==> src/rtl/truth_table_sequencer.sv <==
// rtl/truth_table_sequencer.sv - sweeps {x,y,z} through 0..7 and checks f against an expected truth table
// Optional build macro TTSEQ_STOP_ON_FAIL_EN: end the sweep at the first mismatching vector.
module truth_table_sequencer #(
  parameter int DWELL = 30
) (
  input  logic       clk,
  input  logic       rst_n,
  input  logic       start,
  input  logic       abort,
  input  logic [7:0] exp_tt,
  input  logic       f,
  output logic       x,
  output logic       y,
  output logic       z,
  output logic       busy,
  output logic       done,
  output logic       pass,
  output logic [3:0] err_cnt,
  output logic [7:0] cap_tt,
  output logic [2:0] fail_idx
);

  localparam logic [1:0] S_IDLE   = 2'd0;
  localparam logic [1:0] S_DRIVE  = 2'd1;
  localparam logic [1:0] S_FINISH = 2'd2;

  localparam logic [7:0] DWELL_LAST = 8'(DWELL - 1);

  logic [1:0] state;
  logic [2:0] vec_idx;
  logic [7:0] dwell_cnt;
  logic [7:0] exp_lat;
  logic       pass_q;
  logic [3:0] err_q;
  logic [7:0] cap_q;
  logic [2:0] fail_q;

  logic       last_dwell;
  logic       mismatch;
  logic       stop_fail;
  logic [3:0] err_nxt;

  // f is sampled only on the final cycle a vector is held
  assign last_dwell = (state == S_DRIVE) && (dwell_cnt == DWELL_LAST);
  assign mismatch   = last_dwell && (f != exp_lat[vec_idx]);
  assign err_nxt    = err_q + {3'b000, mismatch};

`ifdef TTSEQ_STOP_ON_FAIL_EN
  assign stop_fail = mismatch;
`else
  assign stop_fail = 1'b0;
`endif

  always_ff @(posedge clk) begin
    if (!rst_n) begin
      state     <= S_IDLE;
      vec_idx   <= 3'd0;
      dwell_cnt <= 8'd0;
      exp_lat   <= 8'd0;
      pass_q    <= 1'b0;
      err_q     <= 4'd0;
      cap_q     <= 8'd0;
      fail_q    <= 3'd0;
    end else begin
      case (state)
        S_IDLE: begin
          if (start) begin
            exp_lat   <= exp_tt;
            err_q     <= 4'd0;
            cap_q     <= 8'd0;
            fail_q    <= 3'd0;
            vec_idx   <= 3'd0;
            dwell_cnt <= 8'd0;
            state     <= S_DRIVE;
          end
        end
        S_DRIVE: begin
          if (last_dwell) begin
            cap_q[vec_idx] <= f;
          end
          if (mismatch) begin
            err_q <= err_nxt;
            if (err_q == 4'd0) begin
              fail_q <= vec_idx;
            end
          end
          // a sample taken on the abort cycle is still recorded above
          if (abort) begin
            pass_q <= 1'b0;
            state  <= S_FINISH;
          end else if (last_dwell && ((vec_idx == 3'd7) || stop_fail)) begin
            pass_q <= (err_nxt == 4'd0);
            state  <= S_FINISH;
          end else if (last_dwell) begin
            vec_idx   <= vec_idx + 3'd1;
            dwell_cnt <= 8'd0;
          end else begin
            dwell_cnt <= dwell_cnt + 8'd1;
          end
        end
        S_FINISH: begin
          state <= S_IDLE;
        end
        default: begin
          state <= S_IDLE;
        end
      endcase
    end
  end

  assign busy     = (state == S_DRIVE);
  assign done     = (state == S_FINISH);
  assign x        = busy & vec_idx[2];
  assign y        = busy & vec_idx[1];
  assign z        = busy & vec_idx[0];
  assign pass     = pass_q;
  assign err_cnt  = err_q;
  assign cap_tt   = cap_q;
  assign fail_idx = fail_q;

endmodule
==> config.mk <==
export PLATFORM = sky130hd
export DESIGN_NAME = truth_table_sequencer
export DESIGN_NICKNAME = d
export VERILOG_FILES = /design/src/rtl/truth_table_sequencer.sv
export SDC_FILE = /design/constraint.sdc
export NUM_CORES = 1
export LEC_CHECK = 0
export BUFFER_PORTS_ARGS = -buffer_cell sky130_fd_sc_hd__buf_2
export CORE_ASPECT_RATIO = 0.6
export CORE_MARGIN = 4
export CORE_UTILIZATION = 45
export CTS_CLUSTER_DIAMETER = 200
export DETAILED_ROUTE_END_ITERATION = 8
export PLACE_DENSITY_LB_ADDON = 0.15
export SYNTH_ARGS = -nofsm -noshare
export SYNTH_HDL_FRONTEND = slang
export SYNTH_SLANG_ARGS = --single-unit
==> constraint.sdc <==
create_clock -name clk -period 3.9 [get_ports clk]
set_input_delay 0 -clock clk [delete_from_list [all_inputs] [get_ports clk]]
set_output_delay 0 -clock clk [all_outputs]
set_load 0.02 [all_outputs]
[Yosys cells after proc, flatten, opt, wreduce, memory -nomap -nowiden]
Index checks and enable logic that the tools add are counted.
Storage, ports and cells
  bits in registers: 37
  bits of input ports: 13
Cells by class
  $add $sub $neg: 3
  $lt $le $gt $ge: 2
  equality and inequality tests: 12
  muxes and demuxes: 29
  bitwise operators: 3
  reduce and logical (&&, ||, !) cells: 17
Operators with widths (count)
  2-to-1 mux 8 bit: 5
  one-hot mux 8 bit (2 select lines): 2
  2-to-1 mux 3 bit: 6
  one-hot mux 3 bit (2 select lines): 2
  adder 8 x 1 -> 8 bit (second input constant): 1
  bitwise mux 8 bit: 1
  == test 8 x 5 -> 1 bit (second input constant): 1
  logical NOT 4 bit: 2
  2-to-1 mux 4 bit: 2
  one-hot mux 4 bit (2 select lines): 1
  AND reduction 4 bit: 2
  2-to-1 mux 2 bit: 3
  != test 2 x 1 -> 1 bit (second input constant): 3
  != test 2 bit (second input constant): 3
  AND reduction 2 bit: 3
  AND reduction 3 bit: 2
  AND reduction 5 bit: 1
  adder 4 x 1 -> 4 bit: 1
  logical AND 1 bit: 4
  < comparator 3 x 4 -> 1 bit (second input constant): 1
  2-to-1 mux 1 bit: 4
  one-hot mux 2 bit (2 select lines): 1
  nonzero test 2 bit: 2
  adder 3 x 1 -> 3 bit (second input constant): 1
  other kinds (10): 12

[Longest topological paths before layout]
Gate-level depths: netlist of the first run.
  word-level depth: 8
  mapped depth: 13
  mapped depth without buffers: 12

[Worst setup path after synthesis of the first run]
No wires, ideal clock.
  path kind: reg-to-reg
  start: register vec_idx[0]
  end: register pass_q (netlist: pass)
  library setup time: 0.070 ns
  arrival: 2.679 ns
  slack: 1.150 ns
  stages on the path, launching flop included: 12
  path buffers: 1
  cell sequence: dfxtp_1 buf_4 mux4_2 mux2_2 xor2_1 and2_1 ha_1 ha_1 nor2_1 o211ai_1 or3_1 a21oi_1
On the way
  cells in the longest elaborated chain, start to end: 8
  elaborated cells on any way between the ends: 12
  classes of those cells: add/sub (1); eq/ne (2); mux (4); reduce/logical (5)
RTL lines
  start, declared: line 30  | logic [2:0] vec_idx;
  start signal, assigned: line 95  | vec_idx <= vec_idx + 3'd1;
  binary-select mux 1 bit (select 3 bit): line 45  | assign mismatch = last_dwell && (f != exp_lat[vec_idx]);
  2-to-1 mux 1 bit (not written as such): line 45
  != test 1 bit: line 45
  logical AND 1 bit: line 45
  adder 4 x 1 -> 4 bit: line 46  | assign err_nxt = err_q + {3'b000, mismatch};
  logical NOT 4 bit: line 92  | pass_q <= (err_nxt == 4'd0);
  2-to-1 mux 1 bit: line 91  | end else if (last_dwell && ((vec_idx == 3'd7) || stop_fail)) begin
  2-to-1 mux 1 bit: line 88  | if (abort) begin
  end signal, assigned: line 92
  end, declared: line 33  | logic pass_q;
Parallel ways exist; a longest one is shown, timed or not. The select of a mux whose other input is x is not followed.
A chain may end at the register's enable or synchronous reset.

[Worst setup path in the final report of the first run]
Ends and elaborated chain as after synthesis.

==> results of run 1 <==
==> layer usage <==
metal	share of wire	global-route usage	up-vias
li1	-	-	856
met1	0.56	0.260	745
met2	0.36	0.221	47
met3	0.063	0.0536	6
met5	0	0	-
met4	0.013	0.0634	0
==> final cells by class <==
class	instances	area, µm²
Multi-Input combinational cell	166	1080
Inverter	7	26.3
Timing Repair Buffer	42	253
Fill cell	400	1810
Clock inverter	1	30.0
Sequential cell	37	741
Clock buffer	7	86.3
Tap cell	60	75.1
==> worst min-delay path, delay by kind of cell <==
kind / cells / cell delay [ps]
AOI/OAI and AO/OA: 1 / 110
buffers and inverters: 1 / 110
and+or+nand+nor: 1 / 90
==> flip-flops by register name, indices dropped and copies added, names as in the netlist <==
name,flops
cap_tt,8
fail_idx,3
state,2
pass,1
err_cnt,4
dwell_cnt,8
exp_lat,8
vec_idx,3
==> Yosys cell counts, types with 2 or more instances <==
cell	instances	area, µm²
dfxtp_1	37	741
nand2_1	35	131
a21oi_1	23	115
nor2_1	18	67.6
nand3_1	11	55.1
clkbuf_1	10	37.5
mux2i_1	9	90.1
xnor2_1	7	61.3
a211oi_1	6	45.0
ha_1	6	75.1
inv_1	6	22.5
o21ai_0	6	30.0
nor2b_1	4	25.0
and2_1	3	18.8
nor4_1	3	18.8
a31oi_1	2	12.5
and3_1	2	12.5
buf_2	2	10.0
mux4_2	2	45.0
nand2b_1	2	12.5
nand4_1	2	12.5
nand4b_1	2	17.5
nor3_2	2	20.0
nor4_4	2	42.5
xor2_1	2	17.5
==> worst min path at each step <==
stage / from / end / slack (ps)
floorplan: exp_tt[0] / exp_lat[0]$_SDFFE_PN0P_ / 140
global placement: exp_tt[5] / exp_lat[5]$_SDFFE_PN0P_ / 240
detailed placement: exp_tt[4] / exp_lat[4]$_SDFFE_PN0P_ / 250
CTS: abort / state[1]$_SDFFE_PN0P_ / 50
global route: f / cap_tt[0]$_SDFFE_PN0P_ / 80
finish: abort / state[1]$_SDFFE_PN0P_ / 50
==> cell families after synthesis <==
family                   Yosys count  share of synthesized area
AND/OR/NAND/NOR                   93                      0.257
AO/OA/AOI/OAI                     45                      0.140
flip-flops                        37                      0.389
buffers and inverters             21                     0.0446
multiplexers                      13                     0.0886
XOR/XNOR                           9                     0.0414
adder cells (fa/ha/maj)            6                     0.0394
==> power groups by stage <==
stage | combinational, W | sequential, W | clock (W)
floorplan | 0.0000683 | 0.000402 | 0
global placement | 0.0000882 | 0.000405 | 0
detailed placement | 0.0000880 | 0.000405 | 0
CTS | 0.0000944 | 0.000396 | 0.000352
global route | 0.000104 | 0.000398 | 0.000370
finish | 0.0000937 | 0.000397 | 0.000343
==> per-stage QoR <==
| step | cell area (µm²) | setup slack [ps] |
|---|---|---|
| after global placement | 2090 | 949 |
| after global routing | 2290 | 733 |
| final | 2290 | 890 |
| after floorplan | 1910 | 1150 |
| after CTS | 2290 | 869 |
| after detailed placement | 2090 | 897 |
==> impl_metrics.yaml, run 1 <==
routing:
  route.detailed.drc: 0
  wire_per_inst_um: 13.4
  dr_total_vias: 1654
  firstDrtPassIters: 4
  viasPerCell: 5.17
  dr.first_iter.drc_count: 161
  wl_um: 4290
  postRouteAntennaNets: 0
worst_setup_path:
  endpoint: "pass$_SDFFE_PN0P_"
  r2r-start: "vec_idx[0]$_SDFFE_PN0P_"
  max_stage_delay_ps: 610
  start_kind: "flop"
  critical_path.cell_chain: "mux4_2, mux2_2, xor2_1, and2_1, ha_1, ha_1, nor2_1, o211ai_1, or3_1, a21oi_1"
  cp_top_family: "multiplexers"
  r2r_slack_ps: 890
  crit_type: "flop to flop"
  critPathSlowestCell: "dfxtp_1"
  r2r_end: "pass$_SDFFE_PN0P_"
  cp_num_cells: 10
  worstPathArrival_ps: 3220
  crit_path_start: "vec_idx[0]$_SDFFE_PN0P_"
  rr_worst_depth: 10
  endpoint_kind: "flop"
  required_ps: 4110
  crit_buf_inv: 0
  crit_top_cell: "ha_1"
  cp_max_fo: 12
synthesis:
  ys_warn_count: 0
  synthArstFlopShare: 0
  synth_edf_count: 0
  synth-main-ff-cell: "dfxtp_1"
  netlist_area_um2: 1910
  ys_types: 45
  netlist_instances: 224
  synth-seq-cells: 37
  synthesis.nets: 243
  ys_seq_area_frac: 0.389
  syn-mean-instance-area_um2: 8.51
pwr:
  peakVddDrop_uv: 159
  p_sw_w: 0.000200
  pwr-share-comb: 0.112
  powerDensity_nw_per_um2: 364
  p_clk_frac: 0.411
  switching_share: 0.240
  seq_power_share: 0.476
  p_int_w: 0.000633
  p_leak_nw: 0.904
  p_total_w: 0.000833
clock_network:
  cts.htree.levels: 2
  clk_latency_ps: 290
  cts_tree: "yes"
  cts.path.max_buffers: 2
  clock-root-buffer: "clkbuf_8"
  numCtsBuffers: 5
  post_cts_buffers: 0
  cts_resized: 0
  clk_pin_slew_ps: 80
  clock-sinks: 37
  hold_buffers: 8
sta:
  period_needed_ps: 3010
  slew_headroom: 0.447
  fin_crit_sh: 0.772
  setup_viol: 0
  tns_ps: 0
  worst_slew_pin_slew_ps: 828
  finalHoldViolations: 0
  rsz0062_at_grt: "no"
  max_freq_ghz: 0.332
  hold_slack_ps: 50.9
  fin_skew_ps: 10.2
  maxSlewViolCount: 0
cells_and_area:
  layout.nets: 278
  n_antenna_cell: 0
  final_cells: 320
  final_common_cell: "dfxtp_1"
  area_delta_synth_final_pct: 20.2
  layout_common_cells: "dfxtp_1, nand2_1, buf_2, a21oi_1, nor2_1"
  drive_above_1_share: 0.200
  fin_util: 0.559
grt:
  grt_pass1_vias: 1459
  grt_pass1_wl_um: 7250
  grtUsageTotal: 0.171
  grt_overflow: 0
  antenna_found_initial: 0
  grt_max_degree: 23
hold_path:
  hold_class: "input pin to flop"
  holdPathStages: 3
placement:
  hpwlAfterDp_um: 3120
  place_congestion: 0.774
  dp_cells: 304
  numPortBuffers: 33
die:
  die_w_um: 92.0
  ios: 34
  dieArea_um2: 5370
  die_y_um: 58.4
  start_util: 0.465
  placementRows: 18
  coreArea_um2: 4100
outcome:
  status: "finished, final reports clean"
job:
  drv_cap: 0
Power figures use the tool's default switching activity.
==> inputs of run 2 (changes only) <==
==> constraint.sdc (replaced) <==
create_clock -name clk -period 2.5 [get_ports clk]
set_input_delay 0 -clock clk [delete_from_list [all_inputs] [get_ports clk]]
set_output_delay 0 -clock clk [all_outputs]
set_load 0.02 [all_outputs]
==> run 2 against run 1 <==
  * The run now ends with setup timing left
  * Final area up 5.0%
  * Wire length increased by 3.5%
  * Die area stayed put
  * Largest cell class unchanged
  * Via count up 2.0%
  * First-iteration DRC count shrank 53%
  * Non-clock buffer count grew 12
  * Sequential power rose by 54%
  * Hold slack better by 28 ps
==> impl_metrics.yaml, run 2 (same netlist as run 1, synthesis figures left out) <==
routing:
  dr.first_iter.drc_count: 76
  route.detailed.drc: 0
  wl_um: 4440
  dr_total_vias: 1687
  firstDrtPassIters: 4
  wire_per_inst_um: 13.4
  postRouteAntennaNets: 0
  viasPerCell: 5.08
sta:
  rsz0062_at_grt: "yes"
  finalHoldViolations: 0
  fin_ws_ps: -18.9
  setup_viol: 1
  worst_slew_pin_slew_ps: 714
  max_freq_ghz: 0.397
  slew_headroom: 0.524
  fin_skew_ps: 6.94
  fin_crit_sh: 1.01
  maxSlewViolCount: 0
  period_needed_ps: 2520
pwr:
  p_leak_nw: 0.962
  peakVddDrop_uv: 300
  powerDensity_nw_per_um2: 545
grt:
  grt_pass1_wl_um: 7690
  grt_max_degree: 23
  grtUsageTotal: 0.178
  grt_overflow: 0
  grt_pass1_vias: 1653
  antenna_found_initial: 0
cells_and_area:
  fin_util: 0.587
  final_cells: 332
  layout.nets: 290
  final_common_cell: "dfxtp_1"
  drive_above_1_share: 0.250
  n_antenna_cell: 0
  area_delta_synth_final_pct: 26.3
  layout_common_cells: "dfxtp_1, nand2_1, buf_2, a21oi_1, nor2_1"
die:
  placementRows: 18
  start_util: 0.465
  die_w_um: 92.0
  ios: 34
  dieArea_um2: 5370
  coreArea_um2: 4100
  die_y_um: 58.4
clock_network:
  cts.htree.levels: 2
  clock-root-buffer: "clkbuf_8"
  clk_latency_ps: 280
  cts.path.max_buffers: 2
  clock-sinks: 37
  clk_pin_slew_ps: 70
  cts_tree: "yes"
  numCtsBuffers: 5
worst_setup_path:
  required_ps: 2710
  cp_max_fo: 3
  critical_path.cell_chain: "mux4_2, mux2_4, xor2_1, and2_1, ha_2, ha_4, nor2_2, o211ai_1, or3_1, a21oi_1"
  worstPathArrival_ps: 2730
  r2r_end: "pass$_SDFFE_PN0P_"
  crit_type: "flop to flop"
  rr_worst_depth: 10
  r2r-start: "vec_idx[0]$_SDFFE_PN0P_"
  endpoint_kind: "flop"
  start_kind: "flop"
  max_stage_delay_ps: 490
  critPathSlowestCell: "mux4_2"
  r2r_slack_ps: -20
placement:
  numPortBuffers: 33
  hpwlAfterDp_um: 3150
  place_ws_ps: -93.7
  dp_cells: 314
  place_congestion: 0.809
hold_path:
  hold_class: "input pin to flop"
  min_to: "cap_tt[0]$_SDFFE_PN0P_"
  holdPathStages: 3
  hold_start: "f"
job:
  drv_cap: 0
outcome:
  status: "finished with violations"
  violations: "setup timing"
-- run 2: changes by cell type in the layout (fill, tap and decap cells not counted) --
cell     previous run  this run
buf_4               1        13
ha_1                6         4
dfxtp_1            37        36
dfxtp_4             0         1
ha_2                0         1
ha_4                0         1
mux2_2              1         0
mux2_4              0         1
nor2_1             18        17
nor2_2              1         2
-- run 2: report_power, final --
group          switching [W]  internal [W]  leakage (nW)
Combinational      0.0000973     0.0000711         0.603
Clock               0.000205      0.000325        0.0585
Sequential        0.00000891      0.000603         0.301
Total               0.000311       0.00100         0.962
-- run 2: how the worst max path moves through the flow --
stage,startpoint,to,slack (ps)
after detailed placement,vec_idx[0]$_SDFFE_PN0P_,pass$_SDFFE_PN0P_,-90
after CTS,vec_idx[0]$_SDFFE_PN0P_,pass$_SDFFE_PN0P_,-30
final,vec_idx[0]$_SDFFE_PN0P_,pass$_SDFFE_PN0P_,-20
after floorplan,vec_idx[0]$_SDFFE_PN0P_,pass$_SDFFE_PN0P_,-90
after global routing,vec_idx[0]$_SDFFE_PN0P_,pass$_SDFFE_PN0P_,-130
after global placement,vec_idx[0]$_SDFFE_PN0P_,pass$_SDFFE_PN0P_,-50
-- run 2: metal layers --
layer | GRT usage | vias to the layer above | wire length, µm
met5 | 0 | - | 0
met4 | 0.0423 | 0 | 18
met3 | 0.0473 | 2 | 205
met2 | 0.247 | 41 | 1640
met1 | 0.273 | 765 | 2570
li1 | - | 879 | -
-- run 2: what timing repair did --
action	CTS	global route
hold endpoints to repair	8	0
endpoints found under the setup margin	1	2
resized for setup	2	0
hold buffers	8	0
buffers inserted	2	0
cloned	0	0
-- run 2: final cells by class --
cell class | instances | area (µm²)
Fill cell | 402 | 1690
Clock inverter | 1 | 30.0
Sequential cell | 37 | 744
Clock buffer | 7 | 86.3
Timing Repair Buffer | 54 | 343
Multi-Input combinational cell | 166 | 1100
Tap cell | 60 | 75.1
Inverter | 7 | 26.3
-- run 2: critical path: cells and delay by family (launching register included) --
| family | cells | cell delay [ps] |
|---|---|---|
| multiplexers | 2 | 780 |
| AND/OR/NAND/NOR | 3 | 540 |
| adder cells (fa/ha/maj) | 2 | 430 |
| flip-flops | 1 | 370 |
| AO/OA/AOI/OAI | 2 | 200 |
| XOR/XNOR | 1 | 140 |
-- run 2: stage by stage --
stage / setup TNS, ps / instance area (µm²) / power, W / hold WS [ps]
after global placement: -50.2 / 2190 / 0.000781 / 244
final: -18.9 / 2410 / 0.00131 / 78.6
after floorplan: -91.3 / 1930 / 0.000735 / 136
after CTS: -34.1 / 2410 / 0.00132 / 71.8
after global routing: -132 / 2410 / 0.00136 / 128
after detailed placement: -93.7 / 2190 / 0.000781 / 247
